<file path="config.mk">
export PLATFORM = sky130hd
export DESIGN_NAME = echo_request_serializer_flat
export DESIGN_NICKNAME = d
export VERILOG_FILES = /design/src/rtl/echo_request_serializer_pkg.sv /design/src/rtl/echo_request_serializer_if.sv /design/src/rtl/echo_msg_buffer.sv /design/src/rtl/echo_request_serializer.sv /design/src/flat_wrapper.sv
export SDC_FILE = /design/constraint.sdc
export NUM_CORES = 1
export LEC_CHECK = 0
export CORE_MARGIN = 3
export CORE_UTILIZATION = 49
export DETAILED_ROUTE_END_ITERATION = 12
export GPL_TIMING_DRIVEN = 0
export HOLD_SLACK_MARGIN = 0.08
export PLACE_DENSITY = 0.79
export SYNTH_ARGS = -nofsm -noshare
export SYNTH_HDL_FRONTEND = slang
export SYNTH_HIERARCHICAL = 1
export SYNTH_SLANG_ARGS = --single-unit
</file>
<file path="constraint.sdc">
create_clock -name clk -period 8.85 [get_ports clk]
set_input_delay 2.2125 -clock clk [delete_from_list [all_inputs] [get_ports clk]]
set_output_delay 2.2125 -clock clk [all_outputs]
set_load 0.01 [all_outputs]
</file>
<file path="src/rtl/echo_request_serializer_pkg.sv">
// Shared types and field layout for the echo request serializer.
// Message layout: tag in the low word, then per-tag method and value words.
package echo_request_serializer_pkg;

    localparam int unsigned MSG_W         = 192;
    localparam int unsigned BEAT_W        = 32;
    localparam int unsigned PAYLOAD_WORDS = 2;

    localparam logic [31:0] TAG_SAY  = 32'd1;
    localparam logic [31:0] TAG_SAY2 = 32'd2;

    localparam int unsigned TAG_LSB       = 0;
    localparam int unsigned SAY_METH_LSB  = 32;
    localparam int unsigned SAY_V_LSB     = 64;
    localparam int unsigned SAY2_METH_LSB = 96;
    localparam int unsigned SAY2_V_LSB    = 128;

    typedef enum logic [1:0] {
        StIdle,
        StHdr,
        StPay
    } ser_state_e;

    function automatic logic tag_is_known(input logic [31:0] tag);
        return (tag == TAG_SAY) || (tag == TAG_SAY2);
    endfunction

endpackage

</file>
<file path="src/rtl/echo_request_serializer_if.sv">
// Handshake bundle: wide message enqueue in, narrow beat enqueue out.
// The master side is the environment; the serializer uses the slave modport.
interface echo_request_serializer_if;
    import echo_request_serializer_pkg::*;

    logic              pipe_enq_ena;
    logic [MSG_W-1:0]  pipe_enq_v;
    logic              pipe_enq_rdy;
    logic              beat_enq_ena;
    logic [BEAT_W-1:0] beat_enq_v;
    logic              beat_enq_rdy;

    modport master (
        output pipe_enq_ena, pipe_enq_v, beat_enq_rdy,
        input  pipe_enq_rdy, beat_enq_ena, beat_enq_v
    );

    modport slave (
        input  pipe_enq_ena, pipe_enq_v, beat_enq_rdy,
        output pipe_enq_rdy, beat_enq_ena, beat_enq_v
    );

endinterface

</file>
<file path="src/rtl/echo_msg_buffer.sv">
// Circular buffer of whole messages; head is the oldest entry.
// Pointers wrap naturally because DEPTH is a power of two.
module echo_msg_buffer
    import echo_request_serializer_pkg::*;
#(
    parameter int unsigned DEPTH = 2,
    localparam int unsigned PTR_W = $clog2(DEPTH),
    localparam int unsigned CNT_W = PTR_W + 1
) (
    input  logic             clk,
    input  logic             rst_n,
    input  logic             push,
    input  logic [MSG_W-1:0] push_data,
    input  logic             pop,
    output logic [MSG_W-1:0] head,
    output logic [CNT_W-1:0] count
);

    logic [PTR_W-1:0] wr_ptr_q, rd_ptr_q;
    logic [CNT_W-1:0] count_q;
    logic [MSG_W-1:0] mem [DEPTH];

    always_ff @(posedge clk or negedge rst_n) begin
        if (!rst_n) begin
            wr_ptr_q <= '0;
            rd_ptr_q <= '0;
            count_q  <= '0;
        end else begin
            if (push) wr_ptr_q <= wr_ptr_q + 1'b1;
            if (pop)  rd_ptr_q <= rd_ptr_q + 1'b1;
            case ({push, pop})
                2'b10:   count_q <= count_q + 1'b1;
                2'b01:   count_q <= count_q - 1'b1;
                default: count_q <= count_q;
            endcase
        end
    end

    // Payload storage needs no reset; occupancy guards every read.
    always_ff @(posedge clk) begin
        if (push) mem[wr_ptr_q] <= push_data;
    end

    assign head  = mem[rd_ptr_q];
    assign count = count_q;

endmodule

</file>
<file path="src/rtl/echo_request_serializer.sv">
// Accepts tagged 192-bit messages, drops unknown tags, and emits each stored
// message as a header beat followed by its two payload words.
module echo_request_serializer
    import echo_request_serializer_pkg::*;
#(
    parameter int unsigned DEPTH  = 2,
    parameter int unsigned DROP_W = 8
) (
    input  logic                  clk,
    input  logic                  rst_n,
    echo_request_serializer_if.slave bus,
    output logic [DROP_W-1:0]     drop_count
);

    localparam int unsigned CNT_W = $clog2(DEPTH) + 1;

    logic [CNT_W-1:0]  count;
    logic [MSG_W-1:0]  head;
    ser_state_e        state_q;
    logic              word_q;
    logic [DROP_W-1:0] drop_q;
    logic              enq_rdy, enq_xfer, tag_ok, push, beat_xfer, pop, more, head_say2;
    logic [BEAT_W-1:0] beat_v;

    // No bypass: readiness depends only on stored occupancy.
    assign enq_rdy   = count < CNT_W'(DEPTH);
    assign enq_xfer  = bus.pipe_enq_ena & enq_rdy;
    assign tag_ok    = tag_is_known(bus.pipe_enq_v[TAG_LSB +: 32]);
    assign push      = enq_xfer & tag_ok;
    assign beat_xfer = (state_q != StIdle) & bus.beat_enq_rdy;
    assign pop       = (state_q == StPay) & word_q & beat_xfer;
    assign more      = (count > CNT_W'(1)) | push;
    assign head_say2 = head[TAG_LSB +: 32] == TAG_SAY2;

    echo_msg_buffer #(
        .DEPTH (DEPTH)
    ) u_buffer (
        .clk       (clk),
        .rst_n     (rst_n),
        .push      (push),
        .push_data (bus.pipe_enq_v),
        .pop       (pop),
        .head      (head),
        .count     (count)
    );

    always_ff @(posedge clk or negedge rst_n) begin
        if (!rst_n) begin
            state_q <= StIdle;
            word_q  <= 1'b0;
            drop_q  <= '0;
        end else begin
            unique case (state_q)
                StIdle: if (count != '0) state_q <= StHdr;
                StHdr: begin
                    if (beat_xfer) begin
                        state_q <= StPay;
                        word_q  <= 1'b0;
                    end
                end
                StPay: begin
                    if (beat_xfer) begin
                        if (!word_q) word_q <= 1'b1;
                        else         state_q <= more ? StHdr : StIdle;
                    end
                end
                default: state_q <= StIdle;
            endcase
            if (enq_xfer && !tag_ok && drop_q != '1) drop_q <= drop_q + 1'b1;
        end
    end

    always_comb begin
        beat_v = '0;
        case (state_q)
            StHdr: beat_v = {16'(PAYLOAD_WORDS), head[TAG_LSB +: 16]};
            StPay: begin
                if (head_say2) beat_v = word_q ? head[SAY2_V_LSB +: BEAT_W]
                                               : head[SAY2_METH_LSB +: BEAT_W];
                else           beat_v = word_q ? head[SAY_V_LSB +: BEAT_W]
                                               : head[SAY_METH_LSB +: BEAT_W];
            end
            default: beat_v = '0;
        endcase
    end

    assign bus.pipe_enq_rdy = enq_rdy;
    assign bus.beat_enq_ena = beat_xfer;
    assign bus.beat_enq_v   = beat_v;
    assign drop_count       = drop_q;

endmodule

</file>
<file path="src/flat_wrapper.sv">
// flat-port wrapper written by rule: the top's interface ports become plain ports
module echo_request_serializer_flat import echo_request_serializer_pkg::*;
#(
    parameter int unsigned DEPTH  = 2,
    parameter int unsigned DROP_W = 8
)
  (clk, rst_n, drop_count, bus_pipe_enq_ena, bus_pipe_enq_v, bus_beat_enq_rdy, bus_pipe_enq_rdy, bus_beat_enq_ena, bus_beat_enq_v);
  echo_request_serializer_if bus_i ();
  input  logic clk;
  input  logic rst_n;
  output logic [DROP_W-1:0] drop_count;
  input wire logic [$bits(bus_i.pipe_enq_ena)-1:0] bus_pipe_enq_ena;
  input wire logic [$bits(bus_i.pipe_enq_v)-1:0] bus_pipe_enq_v;
  input wire logic [$bits(bus_i.beat_enq_rdy)-1:0] bus_beat_enq_rdy;
  output wire logic [$bits(bus_i.pipe_enq_rdy)-1:0] bus_pipe_enq_rdy;
  output wire logic [$bits(bus_i.beat_enq_ena)-1:0] bus_beat_enq_ena;
  output wire logic [$bits(bus_i.beat_enq_v)-1:0] bus_beat_enq_v;
  assign bus_i.pipe_enq_ena = bus_pipe_enq_ena;
  assign bus_i.pipe_enq_v = bus_pipe_enq_v;
  assign bus_i.beat_enq_rdy = bus_beat_enq_rdy;
  assign bus_pipe_enq_rdy = bus_i.pipe_enq_rdy;
  assign bus_beat_enq_ena = bus_i.beat_enq_ena;
  assign bus_beat_enq_v = bus_i.beat_enq_v;
  echo_request_serializer #(.DEPTH(DEPTH), .DROP_W(DROP_W)) u_core (.clk(clk), .rst_n(rst_n), .bus(bus_i), .drop_count(drop_count));
endmodule
</file>
Word-level counts from Yosys, hierarchy flattened
Memories as Yosys holds them, arrays and structs flattened.
Cells that the tools add are included.
{"block": "word_totals", "register_bits": 15, "ramBits": 384, "input_bits": 196, "out_inout_bits": 42, "wordCells": 59, "n_memories": 1}
{"block": "op_classes", "addsub": 5, "magnitude_cmp": 2, "n_eq_ne": 12, "n_mux": 16, "bitwise": 6, "n_reduce_logical": 11}
{"name": "u_core.u_buffer.mem", "words": 2, "width": 192, "read_ports": 1, "rd_ports_with_merged_regs": 0, "wr": 1, "line_no": "echo_msg_buffer.sv:21", "rtl": "logic [MSG_W-1:0] mem [DEPTH];"}
{"operator": "32-bit 2-to-1 mux", "n": 3}
{"operator": "32-bit by 2-bit equality test with 1-bit output (second input constant)", "n": 2}
{"operator": "32-bit one-hot mux with 2 select lines", "n": 1}
{"operator": "32-bit by 1-bit equality test with 1-bit output (second input constant)", "n": 1}
{"operator": "8-bit by 1-bit adder with 8-bit output (second input constant)", "n": 1}
{"operator": "2-bit 2-to-1 mux", "n": 4}
{"operator": "2-bit by 1-bit != test with 1-bit output (second input constant)", "n": 4}
{"operator": "8-bit != test (second input constant)", "n": 1}
{"operator": "2-bit nonzero test", "n": 4}
{"operator": "2-bit one-hot mux with 3 select lines", "n": 1}
{"operator": "1-bit bitwise AND", "n": 5}
{"operator": "1-bit 2-to-1 mux", "n": 5}
{"operator": "2-bit by 1-bit equality test with 1-bit output (second input constant)", "n": 2}
{"operator": "2-bit equality test (second input constant)", "n": 2}
{"operator": "2-bit one-hot mux with 2 select lines", "n": 1}
{"operator": "4-bit AND reduction", "n": 1}
{"operator": "3-bit AND reduction", "n": 1}
{"operator": "1-bit adder (second input constant)", "n": 2}
{"operator": "2-bit by 1-bit adder with 2-bit output (second input constant)", "n": 1}
{"operator": "2-bit by 1-bit > comparator with 1-bit output (second input constant)", "n": 1}
{"operator": "1-bit logical AND", "n": 2}
{"operator": "2-bit zero test", "n": 1}
{"operator": "2-bit < comparator (second input constant)", "n": 1}
{"operator": "1-bit one-hot mux with 2 select lines", "n": 1}
{"operator": "4 further kinds", "n": 4}

Logic depth before layout (Yosys ltp)
{"block": "depth", "depth_word": 8, "ltp_mapped": 9, "depth_no_buf": 9}

Modules after synthesis
The synthesis kept the hierarchy.
{"module": "echo_msg_buffer", "n_inst": 1, "cells_per_inst": 611, "area_each_um2": 14049.7, "seq_area_each_um2": 11631.2}
{"module": "echo_request_serializer", "n_inst": 1, "cells_per_inst": 182, "area_each_um2": 1858.0, "seq_area_each_um2": 275.3}

Least setup slack after synthesis
OpenSTA, ideal clock, no wires.
{"block": "synth_timing", "path_kind": "input to register", "startpoint": "input bus_pipe_enq_v[5]", "endpoint": "memory u_core.u_buffer.mem[0][0], enable pin", "setup_ns": 0.747, "t_arrival_ns": 11.184, "required_ns": 8.103, "path_slack_ns": -3.081, "stages": 5, "path_buffers": 0, "cell_sequence": "nor4_2 nand4_1 nor4_1 inv_1 nor2_1"}
{"block": "synth_between", "elab_chain_len": 5, "elab_cells_between_ends": 6, "cone_classes": "eq/ne (2); mux (2); bitwise (1); reduce/logical (1)"}
{"item": "from (decl)", "line_no": "flat_wrapper.sv:13", "rtl": "input wire logic [$bits(bus_i.pipe_enq_v)-1:0] bus_pipe_enq_v;"}
{"item": "32-bit by 1-bit equality test with 1-bit output or 32-bit by 2-bit equality test with 1-bit output (tied branches)", "line_no": "echo_request_serializer_pkg.sv:25", "rtl": "return (tag == TAG_SAY) || (tag == TAG_SAY2);"}
{"item": "1-bit logical OR (*)", "line_no": "echo_request_serializer_pkg.sv:25"}
{"item": "1-bit bitwise AND (*)", "line_no": "echo_request_serializer.sv:29", "rtl": "assign push = enq_xfer & tag_ok;"}
{"item": "via u_core.push", "line_no": "echo_request_serializer.sv:22", "rtl": "logic enq_rdy, enq_xfer, tag_ok, push, beat_xfer, pop, more, head_say2;"}
{"item": "1-bit 2-to-1 mux (*)", "line_no": "echo_msg_buffer.sv:41", "rtl": "if (push) mem[wr_ptr_q] <= push_data;"}
{"item": "1-bit 2-to-1 mux (not written as such) (*)", "line_no": "echo_msg_buffer.sv:41"}
{"item": "to (decl)", "line_no": "echo_msg_buffer.sv:21"}
The timed path passes the listed nets; every way through them passes the cells marked *.

Worst setup path in the final report
{"block": "layout_timing", "startpoint": "register u_core.u_buffer.rd_ptr_q", "endpoint": "output bus_beat_enq_v[14]"}
{"block": "layout_between", "elab_chain_len": 4, "elab_cells_between_ends": 6, "cone_classes": "eq/ne (1); mux (4); memory (1)"}
{"item": "from (decl)", "line_no": "echo_msg_buffer.sv:19", "rtl": "logic [PTR_W-1:0] wr_ptr_q, rd_ptr_q;"}
{"item": "from (signal assigned)", "line_no": "echo_msg_buffer.sv:30", "rtl": "if (pop) rd_ptr_q <= rd_ptr_q + 1'b1;"}
{"item": "memory 2 x 192 bit"}
{"item": "via u_core.head[2]", "line_no": "echo_request_serializer.sv:18", "rtl": "logic [MSG_W-1:0] head;"}
{"item": "32-bit by 2-bit equality test with 1-bit output", "line_no": "echo_request_serializer.sv:33", "rtl": "assign head_say2 = head[TAG_LSB +: 32] == TAG_SAY2;"}
{"item": "32-bit 2-to-1 mux", "line_no": "echo_request_serializer.sv:78", "rtl": "if (head_say2) beat_v = word_q ? head[SAY2_V_LSB +: BEAT_W]"}
{"item": "32-bit one-hot mux with 2 select lines", "line_no": "echo_request_serializer.sv:75", "rtl": "case (state_q)"}
{"item": "to (decl)", "line_no": "flat_wrapper.sv:17", "rtl": "output wire logic [$bits(bus_i.beat_enq_v)-1:0] bus_beat_enq_v;"}
The timed path passes the listed nets, and every way through them passes these cells.

==> impl_table.tex <==
\begin{tabular}{lr}
\hline
Metric & Value \\
\hline
\multicolumn{2}{l}{\textbf{Outcome}} \\
Result of the run & complete, no violations \\
\multicolumn{2}{l}{\textbf{Timing}} \\
Worst Hold Slack & 0.4936 ns \\
Slack of the critical path & 2.322 ns \\
Max\_slew headroom & 44.44\% \\
Fin Clk Skew & 0.01561 ns \\
Final slew viol count & 0 \\
Crit path time final & 6.528 ns \\
Final cycle utilization of the critical path & 73.76\% \\
Hold Fails Final Rpt & 0 \\
\# setup viols final & 0 \\
Unrepaired setup endpoints after global routing & false \\
Fmax & 153.2 MHz \\
Least-Margin Pin Slew & 0.8314 ns \\
\multicolumn{2}{l}{\textbf{Setup path}} \\
Worst Setup Path Type & register to output pin \\
Max Fanout on Critical Path & 10 \\
Endpoint class of the critical path & output pin \\
Slowest cell on the critical path & nor2\_4 \\
Critical path startpoint category & register \\
Cells along the critical path & buf\_6, buf\_4, mux2\_2, nor4\_1, nand4\_1, nor2\_4, buf\_4, mux4\_2, a22o\_1, clkdlybuf4s50\_1 \\
Setup slack on the worst flop-to-flop path & 5.78 ns \\
Worst Path Required & 6.64 ns \\
Critical path's largest stage delay & 0.48 ns \\
Crit path to & bus\_beat\_enq\_v[14] \\
Worst flop-to-flop path startpoint & u\_core/u\_buffer/count[1]\$\_DFFE\_PN0P\_ \\
Capturing point of the worst reg2reg path & u\_core/u\_buffer/mem[0][62]\$\_DFFE\_PP\_ \\
Number of cells on the worst reg-to-reg path & 7 \\
Worst path arrival time & 4.32 ns \\
Crit path launch & u\_core/u\_buffer/rd\_ptr\_q\$\_DFFE\_PN0P\_ \\
Cell repeated most along the worst path & buf\_4 \\
\multicolumn{2}{l}{\textbf{Final layout}} \\
P\&R area growth vs syn & 27.36\% \\
Nets & 1148 \\
Number of fill cells in the layout & 1943 \\
Fraction of layout cells with a size suffix above 1 & 27.07\% \\
\multicolumn{2}{l}{\textbf{Floorplan}} \\
Top Ports & 238 \\
Site row count & 60 \\
Area of the die & 0.02983 sq mm \\
Vertical die dimension & 172.7 um \\
Floorplan Core Area & 0.02710 sq mm \\
Die width & 172.7 um \\
Effective utilization at floorplan & 50.26\% \\
\multicolumn{2}{l}{\textbf{Route}} \\
Number of nets with antenna violations after detailed routing & 0 \\
Number of remaining DRC errors & 0 \\
Avg WL per Cell & 22.26 um \\
Routed length on met1 & 12040 um \\
Routed wire length on met2 & 14770 um \\
Iteration count of the initial detailed-routing pass & 5 \\
Length of routed met3 wiring & 2342 um \\
Wire length reported by the detailed router & 29850 um \\
Highest routed layer & met5 \\
Average vias per placed instance & 5.460 \\
Vias post-DR & 7322 \\
Violation count after the first detailed-routing iteration & 551 \\
\multicolumn{2}{l}{\textbf{GRT}} \\
Wire length of the first global-routing pass & 45880 um \\
Antenna violations before repair & 6 \\
All-layer global routing usage & 20.05\% \\
Vias in the first global route & 7964 \\
Largest net degree at the start of global routing & 64 \\
Overflow left after global routing & 0 \\
\multicolumn{2}{l}{\textbf{Place}} \\
Half-perimeter wire length after detailed placement & 20440 um \\
Final estimated routing congestion in global placement & 0.7613 \\
Worst setup slack before clock tree synthesis & 2.823 ns \\
Buffers on Ports & 205 \\
\multicolumn{2}{l}{\textbf{Hold path}} \\
Class of the tightest hold or removal check & register to register \\
Hold path depth & 1 \\
\multicolumn{2}{l}{\textbf{Logic synthesis}} \\
Post-Synthesis Mean Instance Area & 19.57 sq um \\
Syn Inst Count & 696 \\
Syn Nets & 898 \\
Syn. warnings & 6 \\
Area of the mapped netlist & 0.01362 sq mm \\
\multicolumn{2}{l}{\textbf{Clocking}} \\
Count of hold-fix buffers inserted at cts & 0 \\
CTS tree & built \\
Clk sinks & 335 \\
Maximum count of clock buffers along a single path & 3 \\
Post-CTS setup buffer count & 0 \\
Clk Latency, worst-skew pair & 0.50 ns \\
Register clock-pin slew on the reported worst setup and hold paths & 0.06 ns \\
Root Buffer Master & clkbuf\_16 \\
CTS Buf Count & 36 \\
PostCTS Resize Cnt & 0 \\
CTS H-tree lvls & 2 \\
\multicolumn{2}{l}{\textbf{Power and ir drop}} \\
Total power density per cell area & 220.6 mW/mm\^{}2 \\
Maximum vdd ir drop & 0.1582 mV \\
Leakage power & 5.650 nW \\
\multicolumn{2}{l}{\textbf{Flow run}} \\
Maximum capacitance violations & 0 \\
\hline
\end{tabular}
==> registers in the layout, summed over array words and instances, names as in the netlist <==
name                      cells
u_core/u_buffer/mem         320
u_core/drop_count             8
u_core/state_q                2
u_core/u_buffer/count         2
u_core/u_buffer/rd_ptr_q      1
u_core/u_buffer/wr_ptr_q      1
u_core/word_q                 1
==> layout make-up <==
cell class | instances | area, sq um | share of cell area (%)
inverter | 5 | 18.77 | 0.1082
clock inverter | 18 | 96.34 | 0.5554
sequential | 335 | 9985 | 57.56
timing repair buffer | 212 | 2207 | 12.72
tap | 372 | 465.4 | 2.683
clock buffer | 42 | 944.7 | 5.446
multi-input combinational | 323 | 3379 | 19.48
antenna | 1 | 2.502 | 0.01443
buffer | 33 | 247.7 | 1.428
==> how the worst min path moves through the flow <==
stage                     slack, ns                                 start                                    to
after floorplan                0.47  u_core/u_buffer/wr_ptr_q$_DFFE_PN0P_  u_core/u_buffer/wr_ptr_q$_DFFE_PN0P_
after global placement         0.48      u_core/drop_count[5]$_DFFE_PN0P_      u_core/drop_count[5]$_DFFE_PN0P_
after detailed placement       0.48      u_core/drop_count[5]$_DFFE_PN0P_      u_core/drop_count[5]$_DFFE_PN0P_
after CTS                      0.49      u_core/drop_count[5]$_DFFE_PN0P_      u_core/drop_count[5]$_DFFE_PN0P_
after global routing           0.52      u_core/drop_count[7]$_DFFE_PN0P_      u_core/drop_count[7]$_DFFE_PN0P_
final                          0.49      u_core/drop_count[5]$_DFFE_PN0P_      u_core/drop_count[5]$_DFFE_PN0P_
==> layout by cell type, fill, tap and decap left out, types with 3 or more instances in the layout <==
cell type	instances
a22o_1	18
and2_1	3
buf_12	5
buf_2	3
buf_4	14
buf_6	9
clkbuf_1	11
clkbuf_16	37
clkdlybuf4s50_1	205
clkinv_1	15
dfrtp_1	15
edfxtp_1	320
ha_1	6
inv_1	5
mux2_2	161
mux2i_1	28
mux4_2	18
nand2_1	8
nand2b_1	3
nand4_1	6
nor2_1	8
nor4_1	11
nor4_2	4
o22ai_1	14
xor2_1	11
==> layer usage <==
layer	GRT usage [%]	vias to the layer above
met1	25.66	3665
met2	33.73	275
met4	5.034	10
li1	-	3315
met5	0	-
met3	6.192	57
==> power by group <==
group / internal [mW] / total [mW] / leakage (nW) / switching (mW)
Combinational: 0.393 / 0.701 / 2.08 / 0.308
Sequential: 1.76 / 1.79 / 3.07 / 0.0278
Clock: 0.783 / 1.34 / 0.507 / 0.557
Total: 2.93 / 3.83 / 5.65 / 0.892
==> critical path: cells and delay by family, from the launching register on <==
| family | cells | cell delay, ns |
|---|---|---|
| simple gates | 3 | 1.25 |
| buf+inv | 4 | 1.17 |
| mux | 2 | 0.75 |
| flops | 1 | 0.38 |
| compound gates | 1 | 0.23 |
==> metrics by stage <==
step	util, %	instance area [sq um]	setup TNS, ns	power, mW	std cells
final	64.01	17350	0	3.827	1341
after global routing	64.00	17340	0	3.981	1340
after CTS	64.00	17340	0	3.870	1340
after detailed placement	60.16	16300	0	2.526	1280
after global placement	59.56	16140	-564.21	2.514	1273
after floorplan	-	13620	0	2.235	696
(Power assumes the default switching activity.)
